[config.mk]
export PLATFORM = sky130hd
export DESIGN_NAME = approx_add_err_monitor
export DESIGN_NICKNAME = d
export VERILOG_FILES = /design/src/rtl/approx_eval_pkg.sv /design/src/rtl/abs_err_calc.sv /design/src/rtl/approx_add_err_monitor.sv
export SDC_FILE = /design/constraint.sdc
export NUM_CORES = 1
export LEC_CHECK = 0
export ABC_AREA = 0
export CAP_MARGIN = 20
export CELL_PAD_IN_SITES_DETAIL_PLACEMENT = 1
export CELL_PAD_IN_SITES_GLOBAL_PLACEMENT = 1
export CORE_ASPECT_RATIO = 0.9
export CORE_MARGIN = 4
export CORE_UTILIZATION = 48
export DETAILED_ROUTE_END_ITERATION = 10
export DONT_BUFFER_PORTS = 1
export GPL_TIMING_DRIVEN = 0
export PLACE_DENSITY_LB_ADDON = 0.15
export SLEW_MARGIN = 20
export SYNTH_ARGS = -nofsm -noshare
export SYNTH_HDL_FRONTEND = slang
export SYNTH_HIERARCHICAL = 1
export SYNTH_SLANG_ARGS = --single-unit
[constraint.sdc]
create_clock -name clk -period 7.3 [get_ports clk]
set_input_delay 1.095 -clock clk [delete_from_list [all_inputs] [get_ports clk]]
set_output_delay 1.095 -clock clk [all_outputs]
set_load 0.02 [all_outputs]
[src/rtl/approx_eval_pkg.sv]
// Shared FSM state encoding and default sizes for the approximate-adder error monitor.
package approx_eval_pkg;

  localparam int DEF_WIDTH = 16;
  localparam int DEF_CNT_W = 16;

  typedef enum logic [1:0] {
    IDLE,
    RUN,
    DRAIN,
    DONE
  } state_t;

endpackage

[src/rtl/abs_err_calc.sv]
// Exact sum of the adder operands and its absolute distance from the approximate sum.
// Purely combinational, no handshake.
module abs_err_calc #(
  parameter int WIDTH = 16
) (
  input  logic [WIDTH-1:0] a,
  input  logic [WIDTH-1:0] b,
  input  logic [WIDTH:0]   approx,
  output logic [WIDTH:0]   e,
  output logic             nz
);

  logic [WIDTH:0] exact;

  assign exact = {1'b0, a} + {1'b0, b};
  assign e     = (exact >= approx) ? (exact - approx) : (approx - exact);
  assign nz    = (e != '0);

endmodule

[src/rtl/approx_add_err_monitor.sv]
// Accumulates |exact-approx| statistics over a programmed run of adder samples.
// Stats trail a transfer by two edges; in_ready drops once the run count is accepted.
module approx_add_err_monitor
  import approx_eval_pkg::*;
#(
  parameter int WIDTH = DEF_WIDTH,
  parameter int CNT_W = DEF_CNT_W
) (
  input  logic               clk,
  input  logic               rst,
  input  logic               start,
  input  logic [CNT_W-1:0]   num_samples,
  input  logic               in_valid,
  output logic               in_ready,
  input  logic [WIDTH-1:0]   in_a,
  input  logic [WIDTH-1:0]   in_b,
  input  logic [WIDTH:0]     in_approx,
  output logic               busy,
  output logic               done,
  output logic [WIDTH+CNT_W:0] err_sum,
  output logic [WIDTH:0]     max_err,
  output logic [CNT_W-1:0]   err_cnt
);

  localparam logic [CNT_W-1:0] CNT_ONE = 1;

  state_t           state;
  logic [CNT_W-1:0] n_samp;
  logic [CNT_W-1:0] acc_cnt;
  logic [CNT_W-1:0] acc_inc;
  logic             xfer;
  logic             clr_stats;

  logic [WIDTH:0]   calc_e;
  logic             calc_nz;

  logic             s1_vld;
  logic [WIDTH:0]   s1_e;
  logic             s1_nz;

  assign xfer      = in_valid && in_ready;
  assign clr_stats = (state == IDLE) && start;
  assign acc_inc   = acc_cnt + CNT_ONE;

  abs_err_calc #(
    .WIDTH (WIDTH)
  ) u_abs_err_calc (
    .a      (in_a),
    .b      (in_b),
    .approx (in_approx),
    .e      (calc_e),
    .nz     (calc_nz)
  );

  always_ff @(posedge clk) begin
    if (rst) begin
      state    <= IDLE;
      n_samp   <= '0;
      acc_cnt  <= '0;
      in_ready <= 1'b0;
      busy     <= 1'b0;
      done     <= 1'b0;
    end else begin
      done <= 1'b0;
      case (state)
        IDLE: begin
          if (start) begin
            n_samp  <= num_samples;
            acc_cnt <= '0;
            busy    <= 1'b1;
            if (num_samples == '0) begin
              state <= DONE;
            end else begin
              state    <= RUN;
              in_ready <= 1'b1;
            end
          end
        end
        RUN: begin
          if (xfer) begin
            acc_cnt <= acc_inc;
            if (acc_inc == n_samp) begin
              in_ready <= 1'b0;
              state    <= DRAIN;
            end
          end
        end
        // Stage 1 cannot refill here, so its last sample lands in stage 2 on this edge.
        DRAIN: begin
          state <= DONE;
        end
        DONE: begin
          done  <= 1'b1;
          busy  <= 1'b0;
          state <= IDLE;
        end
        default: begin
          state <= IDLE;
        end
      endcase
    end
  end

  always_ff @(posedge clk) begin
    if (rst) begin
      s1_vld  <= 1'b0;
      s1_e    <= '0;
      s1_nz   <= 1'b0;
      err_sum <= '0;
      max_err <= '0;
      err_cnt <= '0;
    end else begin
      s1_vld <= xfer;
      if (xfer) begin
        s1_e  <= calc_e;
        s1_nz <= calc_nz;
      end
      if (clr_stats) begin
        err_sum <= '0;
        max_err <= '0;
        err_cnt <= '0;
      end else if (s1_vld) begin
        err_sum <= err_sum + {{CNT_W{1'b0}}, s1_e};
        if (s1_e > max_err) begin
          max_err <= s1_e;
        end
        err_cnt <= err_cnt + {{(CNT_W-1){1'b0}}, s1_nz};
      end
    end
  end

endmodule

==> flow_metrics.py <==
metrics = {
    "outcome": {
        "status": "completed",
    },
    "routing": {
        "via_count": 8708,
        "first_drt_pass_iteration_count": 5,
        "drtAntennaViolNets": 0,
        "avgViaCountPerCell": 5.90,
        "detailed_route_wire_length_um": 28200,
        "drc_errors": 0,
        "wl_per_cell_um": 19.1,
        "drtIter0Drc": 433,
    },
    "floorplanning": {
        "design.die.area_um2": 21800,
        "ioPinCount": 138,
        "fp.dieH_um": 140,
        "starting_utilization_of_the_core_area": 0.488,
        "core_um2": 19200,
        "fp-row-count": 48,
        "die_extent_in_x_um": 155,
    },
    "cts": {
        "cts_resized": 0,
        "number_of_cts_inserted_buffers": 17,
        "root_buffer_selected_by_cts": "clkbuf_16",
        "post_cts.repair.setup_buffers": 0,
        "cts_tree": "yes",
        "ctsHtreeMaxLevel": 4,
        "clock_latency_at_the_later_pin_of_the_worst_skew_pair_ns": 0.43,
        "tritoncts_num_sinks": 122,
        "bufs_on_longest_clock_path": 2,
        "cts_hold_bufs": 0,
        "clk_transition_reported_paths_ns": 0.06,
    },
    "cells_and_area": {
        "finalCoreUtilization": 0.538,
        "mostFrequentLayoutCell": "nand2_1",
        "post_layout_nonfiller_instances": 1475,
        "layout_common_cells": "174 x nand2_1, 122 x dfxtp_1, 109 x a21oi_1, 103 x nor2_1, 90 x ha_1",
        "layout-drive-gt1-share": 0.0751,
        "fin_nets": 1375,
        "layout-area-overhead-vs-synth_pct": 10.2,
        "antenna-diode-count": 0,
        "final_non_filler_cell_area_um2": 10300,
        "ff_latch_area_um2": 2440,
        "fillCellCount": 2368,
        "multiInputGateArea_um2": 6330,
    },
    "pwr": {
        "post-layout-total-power_mw": 2.78,
        "p_per_area_nw_per_um2": 270,
        "vdd_drop_max_uv": 148,
        "static-leakage-power_nw": 4.21,
    },
    "synthesis": {
        "synth_top_area_share": 0.261,
        "flop_and_latch_count_out_of_synthesis": 122,
        "yosysWarnings": 6,
        "synth_ff_type": "dfxtp_1",
        "postSynth.asyncResetShare": 0,
        "netlist-cell-type-count": 83,
        "syn-mean-instance-area_um2": 7.84,
        "syn-cell-area_um2": 9350,
        "synthesized_netlist_cell_count": 1193,
        "synth_edf_count": 0,
        "synth_top_cell_by_area": "dfxtp_1",
        "netlist_top_cells_area": "dfxtp_1 26%, ha_1 12%, nand2_1 7.0%, a21oi_1 5.8%, mux2i_1 4.6%",
        "synthesis.nets": 1356,
        "synth.yosys.seq_area_share": 0.261,
    },
    "worst_setup_path": {
        "setup.worst_path.start_class": "primary input",
        "critical_path_class": "primary input to flip-flop",
        "worst_ep_arrival_time_ns": 6.66,
        "critical_path_required_time_ns": 7.58,
        "critical_path.max_fanout": 9,
        "worst_setup_path_end_kind": "flip-flop",
        "reg2reg_setup_slack_ns": 4.29,
    },
    "global_routing": {
        "grt_max_degree": 17,
        "antenna_violations_before_repair": 0,
        "gr-total-overflow": 0,
        "grt_pass1_wl_um": 45800,
        "grt_pass1_vias": 8923,
        "grt_util_all_layers": 0.257,
    },
    "timing": {
        "final_period_minus_worst_setup_slack_ns": 6.38,
        "timing.final.max_slew_violations": 0,
        "finalHoldViolations": 0,
        "achievable-frequency_mhz": 157,
        "setup_repair_after_global_routing_missed_its_margin": "no",
        "timing.slew.headroom": 0.462,
        "setup_total_negative_slack_ns": 0,
        "fin_crit_sh": 0.874,
        "clock-skew-final_ns": 0.0150,
        "report.final.setup_viol": 0,
        "tightestPinTransition_ns": 0.807,
    },
    "run": {
        "timing.max_cap.violations": 0,
    },
    "placement": {
        "placement.cell_area_um2": 9670,
        "finalWeightedCongestion": 0.898,
        "port-buffer-count": 0,
        "placed_cells_incl_taps": 1443,
        "detailed_place_hpwl_um": 21800,
    },
    "worst_hold_path": {
        "hold_path_class": "flip-flop to flip-flop",
    },
}
-- path summary, 6_finish.rpt --
path	start	endpoint	depth (start not counted)
min reg2reg	n_samp[11]	n_samp[11]	2
max reg2reg	err_sum[0]	err_sum[28]	9
min	n_samp[11]	n_samp[11]	2
max	in_a[0]	s1_nz	24
-- critical path, cell delays in order --
cell and delay [ns]:
ha_1 0.20, fa_1 0.40, a21o_1 0.18, a21oi_1 0.23
o21bai_1 0.13, a31o_2 0.27, a211o_1 0.29, a21oi_1 0.20
o21bai_1 0.12, a311o_1 0.43, xor2_1 0.16, ha_1 0.39
o21ai_0 0.17, a21oi_1 0.12, a221oi_1 0.55, o311a_1 0.28
buf_6 0.17, mux2i_1 0.39, xor2_1 0.14, nor4_1 0.28
nand4bb_1 0.12, nand4bb_1 0.18, nand2_1 0.09, a21oi_1 0.06
-- per-stage QoR --
step | setup slack (ns) | hold WS (ns)
floorplan | 1.09 | 0.440
global placement | 0.511 | 0.458
detailed placement | 0.541 | 0.470
CTS | 0.948 | 0.479
global route | 0.585 | 0.490
finish | 0.918 | 0.476
-- synth_stat cells, types with 4 or more instances --
cell / number
a31o_2: 4
a21o_1: 18
nor3_1: 23
nor4_4: 4
nand2_1: 174
nor2_1: 103
mux2i_1: 43
buf_2: 15
nand3_1: 29
nor2b_1: 8
a211oi_1: 6
fa_1: 4
o211ai_1: 4
nand2b_1: 8
and3_1: 9
xor2_1: 34
a31oi_1: 8
xnor2_1: 44
and2_1: 5
buf_6: 5
o21a_1: 10
o21ai_0: 55
a21oi_1: 109
buf_1: 8
a311oi_1: 6
clkbuf_1: 22
o21bai_1: 11
dfxtp_1: 122
nor4_1: 11
o41ai_1: 4
and4_1: 5
a22oi_1: 4
buf_4: 4
or4_1: 5
or3_1: 13
nand4_1: 25
ha_1: 90
inv_1: 77
-- power by group --
part | switching [mW] | leakage [nW] | total (mW) | internal, mW
Sequential | 0.0712 | 0.987 | 0.786 | 0.715
Clock | 0.356 | 0.305 | 0.937 | 0.581
Combinational | 0.659 | 2.92 | 1.06 | 0.403
Total | 1.09 | 4.21 | 2.78 | 1.70
-- cell families after synthesis --
family,Yosys count,share of synthesized area
buffers and inverters,132,0.0618
xor gates and xnor gates,79,0.0748
muxes,47,0.0512
AOI/OAI and AO/OA,275,0.190
and+or+nand+nor,444,0.232
DFF,122,0.261
adders and majority gates,94,0.129
-- per-layer routing --
metal,share of wire,GRT usage
met1,0.44,0.321
met5,0,0
met2,0.49,0.442
met4,0.020,0.0771
met3,0.051,0.0572
-- state kept, by name, indices dropped and copies added, names as in the netlist, 2 cells and up --
name     count
err_cnt     16
max_err     17
state        2
n_samp      16
err_sum     33
s1_e        17
acc_cnt     16
-- cell type report --
class | count | area share
multi-input cells | 939 | 0.615
plain buffers | 55 | 0.0281
well taps | 250 | 0.0304
clock buffers | 18 | 0.0417
flip-flops and latches | 122 | 0.237
inverters | 77 | 0.0281
clock inverters | 14 | 0.0202
No activity file was read; power rests on OpenSTA's default activity.
